`config.mk`:
```
export PLATFORM = sky130hd
export DESIGN_NAME = imm_gen_pipe_flat
export DESIGN_NICKNAME = d
export VERILOG_FILES = /design/src/rtl/rv_imm_pkg.sv /design/src/rtl/imm_gen_pipe_if.sv /design/src/rtl/imm_decode.sv /design/src/rtl/imm_gen_pipe.sv /design/src/flat_wrapper.sv
export SDC_FILE = /design/constraint.sdc
export NUM_CORES = 1
export LEC_CHECK = 0
export ABC_CLOCK_PERIOD_IN_PS = 2700
export CAP_MARGIN = 5
export CORE_AREA = 2 2 136 105
export DETAILED_ROUTE_END_ITERATION = 8
export DIE_AREA = 0 0 138 107
export PLACE_DENSITY = 0.66
export SLEW_MARGIN = 20
export SYNTH_ARGS = -nofsm -noshare
export SYNTH_HDL_FRONTEND = slang
export SYNTH_SLANG_ARGS = --single-unit
```
`constraint.sdc`:
```
create_clock -name clk_i -period 2.7 [get_ports clk_i]
set_clock_uncertainty 0.15 [all_clocks]
set_input_delay 0.27 -clock clk_i [delete_from_list [all_inputs] [get_ports clk_i]]
set_output_delay 0.27 -clock clk_i [all_outputs]
set_load 0.1 [all_outputs]
```
`src/rtl/rv_imm_pkg.sv`:
```
// Shared definitions for the RISC-V immediate generator: format select
// encoding, default immediate width and a queue sizing helper.
package rv_imm_pkg;

  localparam int XLEN_DEFAULT = 32;

  typedef enum logic [2:0] {
    SEL_NONE = 3'b000,
    SEL_I    = 3'b001,
    SEL_U    = 3'b010,
    SEL_S    = 3'b011,
    SEL_B    = 3'b100,
    SEL_J    = 3'b101,
    SEL_Z    = 3'b110,
    SEL_SH   = 3'b111
  } sel_e;

  // Occupancy needs one bit more than a pointer so that "full" is representable.
  function automatic int cnt_w(input int depth);
    return $clog2(depth) + 1;
  endfunction

endpackage

```
`src/rtl/imm_gen_pipe_if.sv`:
```
// Request/result handshake bundle of imm_gen_pipe; the slave side is the
// generator, the master side is whoever issues requests and consumes results.
interface imm_gen_pipe_if #(
  parameter int XLEN  = rv_imm_pkg::XLEN_DEFAULT,
  parameter int DEPTH = 2
) ();

  logic                        valid_i;
  logic                        ready_o;
  logic [31:0]                 instr_i;
  rv_imm_pkg::sel_e            sel_i;
  logic                        valid_o;
  logic                        ready_i;
  logic [XLEN-1:0]             imm_o;
  logic                        illegal_o;
  logic [$clog2(DEPTH):0]      count_o;

  modport slave (
    input  valid_i, instr_i, sel_i, ready_i,
    output ready_o, valid_o, imm_o, illegal_o, count_o
  );

  modport master (
    output valid_i, instr_i, sel_i, ready_i,
    input  ready_o, valid_o, imm_o, illegal_o, count_o
  );

endinterface

```
`src/rtl/imm_decode.sv`:
```
// Combinational immediate extraction: builds a 32-bit signed immediate for the
// selected format, then sign-extends it to XLEN in one place.
module imm_decode
  import rv_imm_pkg::*;
#(
  parameter int XLEN = XLEN_DEFAULT
) (
  input  logic [31:0]             instr,
  input  sel_e                    sel,
  output logic signed [XLEN-1:0]  imm,
  output logic                    illegal
);

  logic signed [31:0] val;

  // Zero-extended formats keep bit 31 clear, so the final signed widening is safe for all.
  always_comb begin
    val     = '0;
    illegal = 1'b0;
    case (sel)
      SEL_NONE: illegal = 1'b1;
      SEL_I:    val = 32'($signed(instr[31:20]));
      SEL_U:    val = $signed({instr[31:12], 12'h000});
      SEL_S:    val = 32'($signed({instr[31:25], instr[11:7]}));
      SEL_B:    val = 32'($signed({instr[31], instr[7], instr[30:25], instr[11:8], 1'b0}));
      SEL_J:    val = 32'($signed({instr[31], instr[19:12], instr[20], instr[30:21], 1'b0}));
      SEL_Z:    val = $signed({27'd0, instr[19:15]});
      SEL_SH: begin
        if (XLEN == 32) begin
          val     = $signed({27'd0, instr[24:20]});
          illegal = instr[25];
        end else begin
          val     = $signed({26'd0, instr[25:20]});
        end
      end
    endcase
  end

  assign imm = XLEN'(val);

endmodule

```
`src/rtl/imm_gen_pipe.sv`:
```
// Immediate generator with a DEPTH-entry in-order result queue; the head entry
// is mirrored in a reset register that drives the result outputs directly.
module imm_gen_pipe
  import rv_imm_pkg::*;
#(
  parameter int XLEN  = XLEN_DEFAULT,
  parameter int DEPTH = 2
) (
  input  logic          clk_i,
  input  logic          rst_ni,
  imm_gen_pipe_if.slave bus
);

  localparam int PW = $clog2(DEPTH);
  localparam int CW = cnt_w(DEPTH);

  logic [CW-1:0]          count;
  logic [PW-1:0]          wptr;
  logic [PW-1:0]          rptr;
  logic [PW-1:0]          rptr_inc;
  logic                   ready;
  logic                   valid;
  logic                   push;
  logic                   pop;

  logic signed [XLEN-1:0] mem_imm [DEPTH];
  logic                   mem_ill [DEPTH];

  logic signed [XLEN-1:0] dec_imm_p0;
  logic                   dec_ill_p0;
  logic signed [XLEN-1:0] head_imm_p1;
  logic                   head_ill_p1;

  // Handshake is decoded from registered occupancy only, never from ready_i.
  assign ready    = (count < CW'(DEPTH));
  assign valid    = (count != '0);
  assign push     = bus.valid_i && ready;
  assign pop      = valid && bus.ready_i;
  assign rptr_inc = rptr + PW'(1);

  imm_decode #(
    .XLEN (XLEN)
  ) u_decode (
    .instr   (bus.instr_i),
    .sel     (bus.sel_i),
    .imm     (dec_imm_p0),
    .illegal (dec_ill_p0)
  );

  // ---- p0 -> p1: decoded request enters queue storage ----
  always_ff @(posedge clk_i) begin
    if (push) begin
      mem_imm[wptr] <= dec_imm_p0;
      mem_ill[wptr] <= dec_ill_p0;
    end
  end

  // The new head is the incoming request when the queue is (or becomes) empty,
  // otherwise the stored entry behind the one being popped.
  always_ff @(posedge clk_i or negedge rst_ni) begin
    if (!rst_ni) begin
      count       <= '0;
      wptr        <= '0;
      rptr        <= '0;
      head_imm_p1 <= '0;
      head_ill_p1 <= 1'b0;
    end else begin
      count <= count + CW'(push) - CW'(pop);
      if (push) wptr <= wptr + PW'(1);
      if (pop)  rptr <= rptr_inc;
      if (push && (count == CW'(pop))) begin
        head_imm_p1 <= dec_imm_p0;
        head_ill_p1 <= dec_ill_p0;
      end else if (pop && (count > CW'(1))) begin
        head_imm_p1 <= mem_imm[rptr_inc];
        head_ill_p1 <= mem_ill[rptr_inc];
      end
    end
  end

  assign bus.ready_o   = ready;
  assign bus.valid_o   = valid;
  assign bus.imm_o     = head_imm_p1;
  assign bus.illegal_o = head_ill_p1;
  assign bus.count_o   = count;

endmodule

```
`src/flat_wrapper.sv`:
```
// flat-port wrapper written by rule: the top's interface ports become plain ports
module imm_gen_pipe_flat import rv_imm_pkg::*;
#(
  parameter int XLEN  = XLEN_DEFAULT,
  parameter int DEPTH = 2
)
  (clk_i, rst_ni, bus_valid_i, bus_instr_i, bus_sel_i, bus_ready_i, bus_ready_o, bus_valid_o, bus_imm_o, bus_illegal_o, bus_count_o);
  imm_gen_pipe_if #(.XLEN(XLEN), .DEPTH(DEPTH)) bus_i ();
  input  logic clk_i;
  input  logic rst_ni;
  input wire logic [$bits(bus_i.valid_i)-1:0] bus_valid_i;
  input wire logic [$bits(bus_i.instr_i)-1:0] bus_instr_i;
  input wire logic [$bits(bus_i.sel_i)-1:0] bus_sel_i;
  input wire logic [$bits(bus_i.ready_i)-1:0] bus_ready_i;
  output wire logic [$bits(bus_i.ready_o)-1:0] bus_ready_o;
  output wire logic [$bits(bus_i.valid_o)-1:0] bus_valid_o;
  output wire logic [$bits(bus_i.imm_o)-1:0] bus_imm_o;
  output wire logic [$bits(bus_i.illegal_o)-1:0] bus_illegal_o;
  output wire logic [$bits(bus_i.count_o)-1:0] bus_count_o;
  assign bus_i.valid_i = bus_valid_i;
  assign bus_i.instr_i = bus_instr_i;
  assign bus_i.sel_i = bus_sel_i;
  assign bus_i.ready_i = bus_ready_i;
  assign bus_ready_o = bus_i.ready_o;
  assign bus_valid_o = bus_i.valid_o;
  assign bus_imm_o = bus_i.imm_o;
  assign bus_illegal_o = bus_i.illegal_o;
  assign bus_count_o = bus_i.count_o;
  imm_gen_pipe #(.XLEN(XLEN), .DEPTH(DEPTH)) u_core (.clk_i(clk_i), .rst_ni(rst_ni), .bus(bus_i));
endmodule
```
==> metrics.txt, run 1 <==
leak pwr ~2.3 nW; DR pass1 iterations 4; Cell Area, Synth 4610 um2; Final TNS setup 0 ns; die area ~15000 um2; DRT Wirelength between 10 and 15 mm; Slew HR 0.439; Crit Path Max Fanout 24; Setup crit start kind flop; most numerous cell in the Yosys netlist edfxtp_1; Worst-Skew Late Latency 0.34 ns; Most common cell on crit path and2_4; WL met2 5.26 mm; outcome finished, final reports clean; setup bufs post-CTS 0; Yosys Warn Count 0; register share of total power 0.326; pwr dens roughly 1300 nW/um2; Initial Util 0.343; number of DRC markers in iteration 0 200; switching power about 3.7 mW; largest net degree at the start of global routing 34; DR WL/cell 19.1 um; hold path endpoint u_core.wptr; Hold Crit Start u_core.wptr; FFs w/ async S/R, synth 0.359; detailed-route vias per instance 5.35; Mapped Cells 344; DRC 0; WP data arrival roughly 2.7 ns; top_reg_cell synth edfxtp_1; gr usage total 0.154; layout cells sized above 1 0.199; Pint around 3.9 mW; slowest CP cell dfrtp_4; RR Startpoint u_core.bus.count_o[1]; ANT cells 0; GP Congestion between 0.8 and 0.9; Worst EP required around 2.8 ns; Die Y 107 um; fin crit share 0.942; Util after Layout 0.426; Hold Path Class reg2reg; DR top layer met4; H-Tree Depth 3; maximum clock frequency around 390 MHz; fin crit period approximately 2.5 ns; synth cell count leaders edfxtp_1, dfrtp_1, mux2i_1; initial antenna violation count 0; first-pass GRT wire length roughly 17 mm; Clock Tree Root clkbuf_16; Area Overhead vs Synth 24.2%; sw frac 0.486; Setup-failing EPs final 0; Cell Rows 37; clk sink count slightly above 100; I/O Pins 76; port bufs a little under 70; ordered cell list for the critical path clkinvlp_4 > nand2_8 > and2_4 > ha_4 > and3b_1 > buf_4 > and2_4 > a221oi_2 > o21ai_1; grt ovf 0; number of flops mapped to enable cells by yosys 66; Core Box Area 13400 um2; Worst path top cell family by delay simple AND/OR/NAND/NOR gates; sequential share of the synthesized area 0.631; met1 WL roughly 5.3 mm; Vias about 3200; worst vdd ir around 0.9 mV; Crit. End Element flop; WL met3 about 640 um; WHS Path Cells 1; FF+latch count, synth 103; R2R setup slack ~0.16 ns; Yosys top cell area share 0.430; Max Cap Viol 0; Worst path max stage delay roughly 0.56 ns; Tightest Pin Transition around 0.84 ns; syn_nets between 300 and 400; Detailed Place HPWL around 7.3 mm; Crit Path Class reg2reg; Area contributors post-synth edfxtp_1, dfrtp_1, mux2i_1; Final Hold Fails 0; reg2reg end u_core.bus.imm_o[3]; RSZ-0062 raised after global routing false; CTS buffer count 9; Syn Area/Cell around 13 um2; final net count around 450; clock power share 0.166; clk buf depth 2; CTS tree yes; die width about 140 um; Routed Antenna Nets 0; Distinct cells, synth 38; path depth of the worst reg2reg path 9; combinational share of power 0.508; Buf/Inv on CP 2; Yosys top cell by area edfxtp_1; vias in the first global route 3130; Final Max Slew Viols 0; CTS clk-pin slew, worst paths 0.07 ns
## worst reg2reg max path, delay by kind of cell (launching register included)
| kind | cells | cell delay [ns] |
|---|---|---|
| flops | 1 | 0.56 |
| fa+ha+maj | 1 | 0.26 |
| simple gates | 4 | 0.79 |
| compound gates | 2 | 0.17 |
| buf+inv | 2 | 0.54 |
## worst max-delay path by stage
stage	start	slack, ns	cells after the start	endpoint
6_report	u_core.bus.count_o[1]	0.16	9	u_core.bus.imm_o[3]
4_1_cts	u_core.bus.count_o[1]	-0.002	7	u_core.bus.imm_o[10]
5_1_grt	u_core.bus.count_o[1]	0.06	9	u_core.bus.imm_o[1]
3_5_place_dp	bus_ready_i	-0.01	6	u_core.bus.imm_o[6]
2_1_floorplan	u_core.bus.count_o[1]	-0.36	9	u_core.bus.imm_o[10]
3_3_place_gp	bus_ready_i	0.04	6	u_core.bus.imm_o[27]
## what timing repair did
action,in CTS,in global routing
endpoints found under the hold margin,32,0
hold buffers,1,0
pin swaps,1,0
cloned,0,1
resized for setup,0,1
endpoints found under the setup margin,5,33
## metal layers
layer,global-route usage,up-vias
met5,0,-
li1,-,1442
met2,0.249,113
met1,0.210,1603
met4,0.0437,0
met3,0.0362,14
## power groups by stage
stage,combinational (mW),sequential (mW),clock [mW]
6_report,3.87,2.49,1.27
5_1_grt,4.04,2.54,1.34
4_1_cts,3.87,2.48,1.28
3_5_place_dp,3.86,2.50,0
3_3_place_gp,3.81,2.49,0
2_1_floorplan,1.34,4.16,0
## stage by stage
stage,hold slack (ns),area [um2],instances,setup WS (ns),total power [mW]
2_1_floorplan,-0.176,4650,344,-0.364,5.50
3_3_place_gp,0.265,5410,575,0.0413,6.30
3_5_place_dp,0.275,5410,575,-0.0109,6.37
4_1_cts,0.358,5710,592,-0.00217,7.63
5_1_grt,0.383,5720,593,0.0640,7.93
6_report,0.358,5720,593,0.158,7.62
## sequential cells by signal, indices dropped and copies added, names as in the netlist
signal / flops
u_core.bus.count_o: 2
u_core.wptr: 1
u_core.mem_ill: 2
u_core.bus.illegal_o: 1
u_core.mem_imm: 64
u_core.bus.imm_o: 32
u_core.rptr: 1
## cell families (layout without fill, tap and decap cells)
logic type,Yosys count,in the layout,share of synthesized area
flops,103,103,0.631
xor+xnor,4,4,0.00760
buf+inv,28,101,0.0394
compound gates,92,93,0.158
fa+ha+maj,2,2,0.00543
simple gates,80,80,0.0828
mux,35,35,0.0760
## layout by cell type (no fill, tap or decap), types with 3 or more instances in the layout
cell type / n
clkbuf_16: 9
a221oi_2: 4
buf_4: 48
o21ai_0: 7
nand3_1: 4
clkdlybuf4s50_1: 30
a21oi_1: 20
dfrtp_1: 35
a22o_1: 4
nor2_1: 33
mux2i_1: 35
and2_1: 8
a221o_1: 29
a21o_1: 11
edfxtp_1: 66
nor2b_1: 6
o21ai_1: 4
o22ai_1: 8
nand2_1: 18
clkinvlp_4: 3
## layout make-up
class,instances,area (um2)
Clock inverter,5,58.8
Sequential cell,103,2910
Fill cell,1260,7700
Inverter,3,15.0
Timing Repair Buffer,82,716
Clock buffer,11,233
Tap cell,175,219
Multi-Input combinational cell,214,1570
No activity file was read; power rests on OpenSTA's default activity.
==> run 2, diff against run 1 <==
--- a/config.mk
+++ b/config.mk
@@ -10,7 +10,7 @@
 export CORE_AREA = 2 2 136 105
 export DETAILED_ROUTE_END_ITERATION = 8
 export DIE_AREA = 0 0 138 107
-export PLACE_DENSITY = 0.66
+export PLACE_DENSITY = 0.57
 export SLEW_MARGIN = 20
 export SYNTH_ARGS = -nofsm -noshare
 export SYNTH_HDL_FRONTEND = slang
==> metrics.txt, run 2 (synthesized netlist as in run 1, its figures left out) <==
outcome finished, final reports clean; port bufs 68 (unchanged); CTS buffer count 9 (unchanged); GP Congestion 0.874 (+0.18%); path depth of the worst reg2reg path 9 (unchanged); Crit. End Element flop; Detailed Place HPWL 7.45 mm (+2.5%); number of DRC markers in iteration 0 196 (-2.0%); Die Y 107 um (unchanged); CP Depth 9 (unchanged); fin crit period 2.57 ns (+0.0270 ns); Hold Path Class in2async; Most common cell on crit path and2_4; Setup-failing EPs final 0 (unchanged); initial antenna violation count 0 (unchanged); slowest CP cell dfrtp_4; die width 138 um (unchanged); Worst path top cell family by delay simple AND/OR/NAND/NOR gates; ordered cell list for the critical path clkinvlp_4 > nand2_8 > and2_4 > ha_4 > and3b_1 > buf_4 > and2_4 > a221oi_2 > o21ai_1; Buf/Inv on CP 2 (unchanged); leak pwr 2.33 nW (+0.46%); largest net degree at the start of global routing 34 (unchanged); Final TNS setup 0 ns (unchanged); Core Box Area 13400 um2 (unchanged); Cell Rows 37 (unchanged); hold slack 0.277 ns (-0.0806 ns); Worst-Skew Late Latency 0.34 ns (about the same); DR WL/cell 19.9 um (+4.2%); clk sink count 103 (unchanged); worst vdd ir 0.687 mV (-23%); max reg flops 64 (unchanged); WP data arrival 2.68 ns (+0.02 ns); Post-Place Cells 577 (+0.35%); clk buf depth 2 (unchanged); CTS clk-pin slew, worst paths 0.07 ns (about the same); Worst path max stage delay 0.57 ns (about the same); setup bufs post-CTS 0 (unchanged); gr usage total 0.165 (+0.0108); maximum clock frequency 389 MHz (-1.1%); Worst EP required 2.81 ns (about the same); vias in the first global route 3268 (+4.4%); Initial Util 0.343 (unchanged); Slew HR 0.501 (+0.0617); final net count 456 (+0.44%); I/O Pins 76 (unchanged); DRT Wirelength 11.8 mm (+4.6%); Crit Path Class reg2reg; H-Tree Depth 3 (unchanged); first-pass GRT wire length 18.6 mm (+6.6%); Final Hold Fails 0 (unchanged); Crit Path Max Fanout 24 (unchanged); commonest non-fill, non-tap cell in the layout edfxtp_1; RSZ-0062 raised after global routing false; grt ovf 0 (unchanged); CTS tree yes; pwr dens 1320 nW/um2 (-0.71%); layout cells sized above 1 0.205 (+0.00620); die area 14800 um2 (unchanged); Routed Antenna Nets 0 (unchanged); Clock Tree Root clkbuf_16; detailed-route vias per instance 5.35 (+0.10%); Tightest Pin Transition 0.747 ns (-0.0943 ns); Max Cap Viol 0 (unchanged); ANT cells 0 (unchanged); Non-Filler Instances 595 (+0.34%); commonest cells after routing, fill and taps aside edfxtp_1, buf_4, mux2i_1, dfrtp_1, nor2_1; Area Overhead vs Synth 24.4%; Vias 3186 (+0.44%); DR pass1 iterations 6 (+2); Power Total 7.58 mW (-0.56%); Top reg by flops u_core.mem_imm; fin crit share 0.952 (+0.0100); DRC 0 (unchanged); Setup crit start kind flop; Final Max Slew Viols 0 (unchanged)
-- run 2: metal layers --
| layer | global-route usage | wire (um) | up-vias |
|---|---|---|---|
| li1 | - | - | 1455 |
| met1 | 0.230 | 5660 | 1590 |
| met2 | 0.263 | 5330 | 126 |
| met3 | 0.0348 | 704 | 15 |
| met4 | 0.0459 | 137 | 0 |
| met5 | 0 | 0 | - |
-- run 2: per-stage QoR --
step	instance area, um2	util	setup slack, ns
2_1_floorplan	4650	-	-0.364
3_3_place_gp	5430	0.405	-0.0155
3_5_place_dp	5430	0.405	-0.0301
4_1_cts	5730	0.426	0.00534
5_1_grt	5730	0.427	0.00912
6_report	5730	0.427	0.131
-- run 2: layout make-up --
type / count / area (um2)
inverters: 3 / 15.0
clock inverters: 6 / 43.8
clock buffers: 10 / 229
flip-flops and latches: 103 / 2910
well taps: 175 / 219
fillers: 1262 / 7690
multi-input cells: 214 / 1570
repair buffers: 84 / 743
-- run 2: what timing repair did --
| item | in CTS | in global routing |
|---|---|---|
| gates cloned | 1 | 0 |
| hold buffers | 1 | 0 |
| setup endpoints to repair | 4 | 16 |
| hold endpoints to repair | 16 | 0 |
| gates resized for setup | 0 | 1 |
-- run 2: worst paths after layout --
check	start	end	slack, ns
min in group clk_i	u_core.wptr	u_core.wptr	0.36
setup / recovery	u_core.bus.count_o[1]	u_core.bus.imm_o[4]	0.13
hold / removal	rst_ni	u_core.bus.imm_o[3]	0.28
max in group asynchronous	rst_ni	u_core.bus.imm_o[15]	1.54
hold reg to reg	u_core.wptr	u_core.wptr	0.36
setup reg to reg	u_core.bus.count_o[1]	u_core.bus.imm_o[4]	0.13
-- run 2: power by group --
part	internal [mW]	leakage, nW	total, mW	switching (mW)
Sequential	2.18	1.08	2.47	0.285
Combinational	1.03	1.12	3.89	2.87
Clock	0.631	0.133	1.22	0.588
Total	3.84	2.33	7.58	3.74
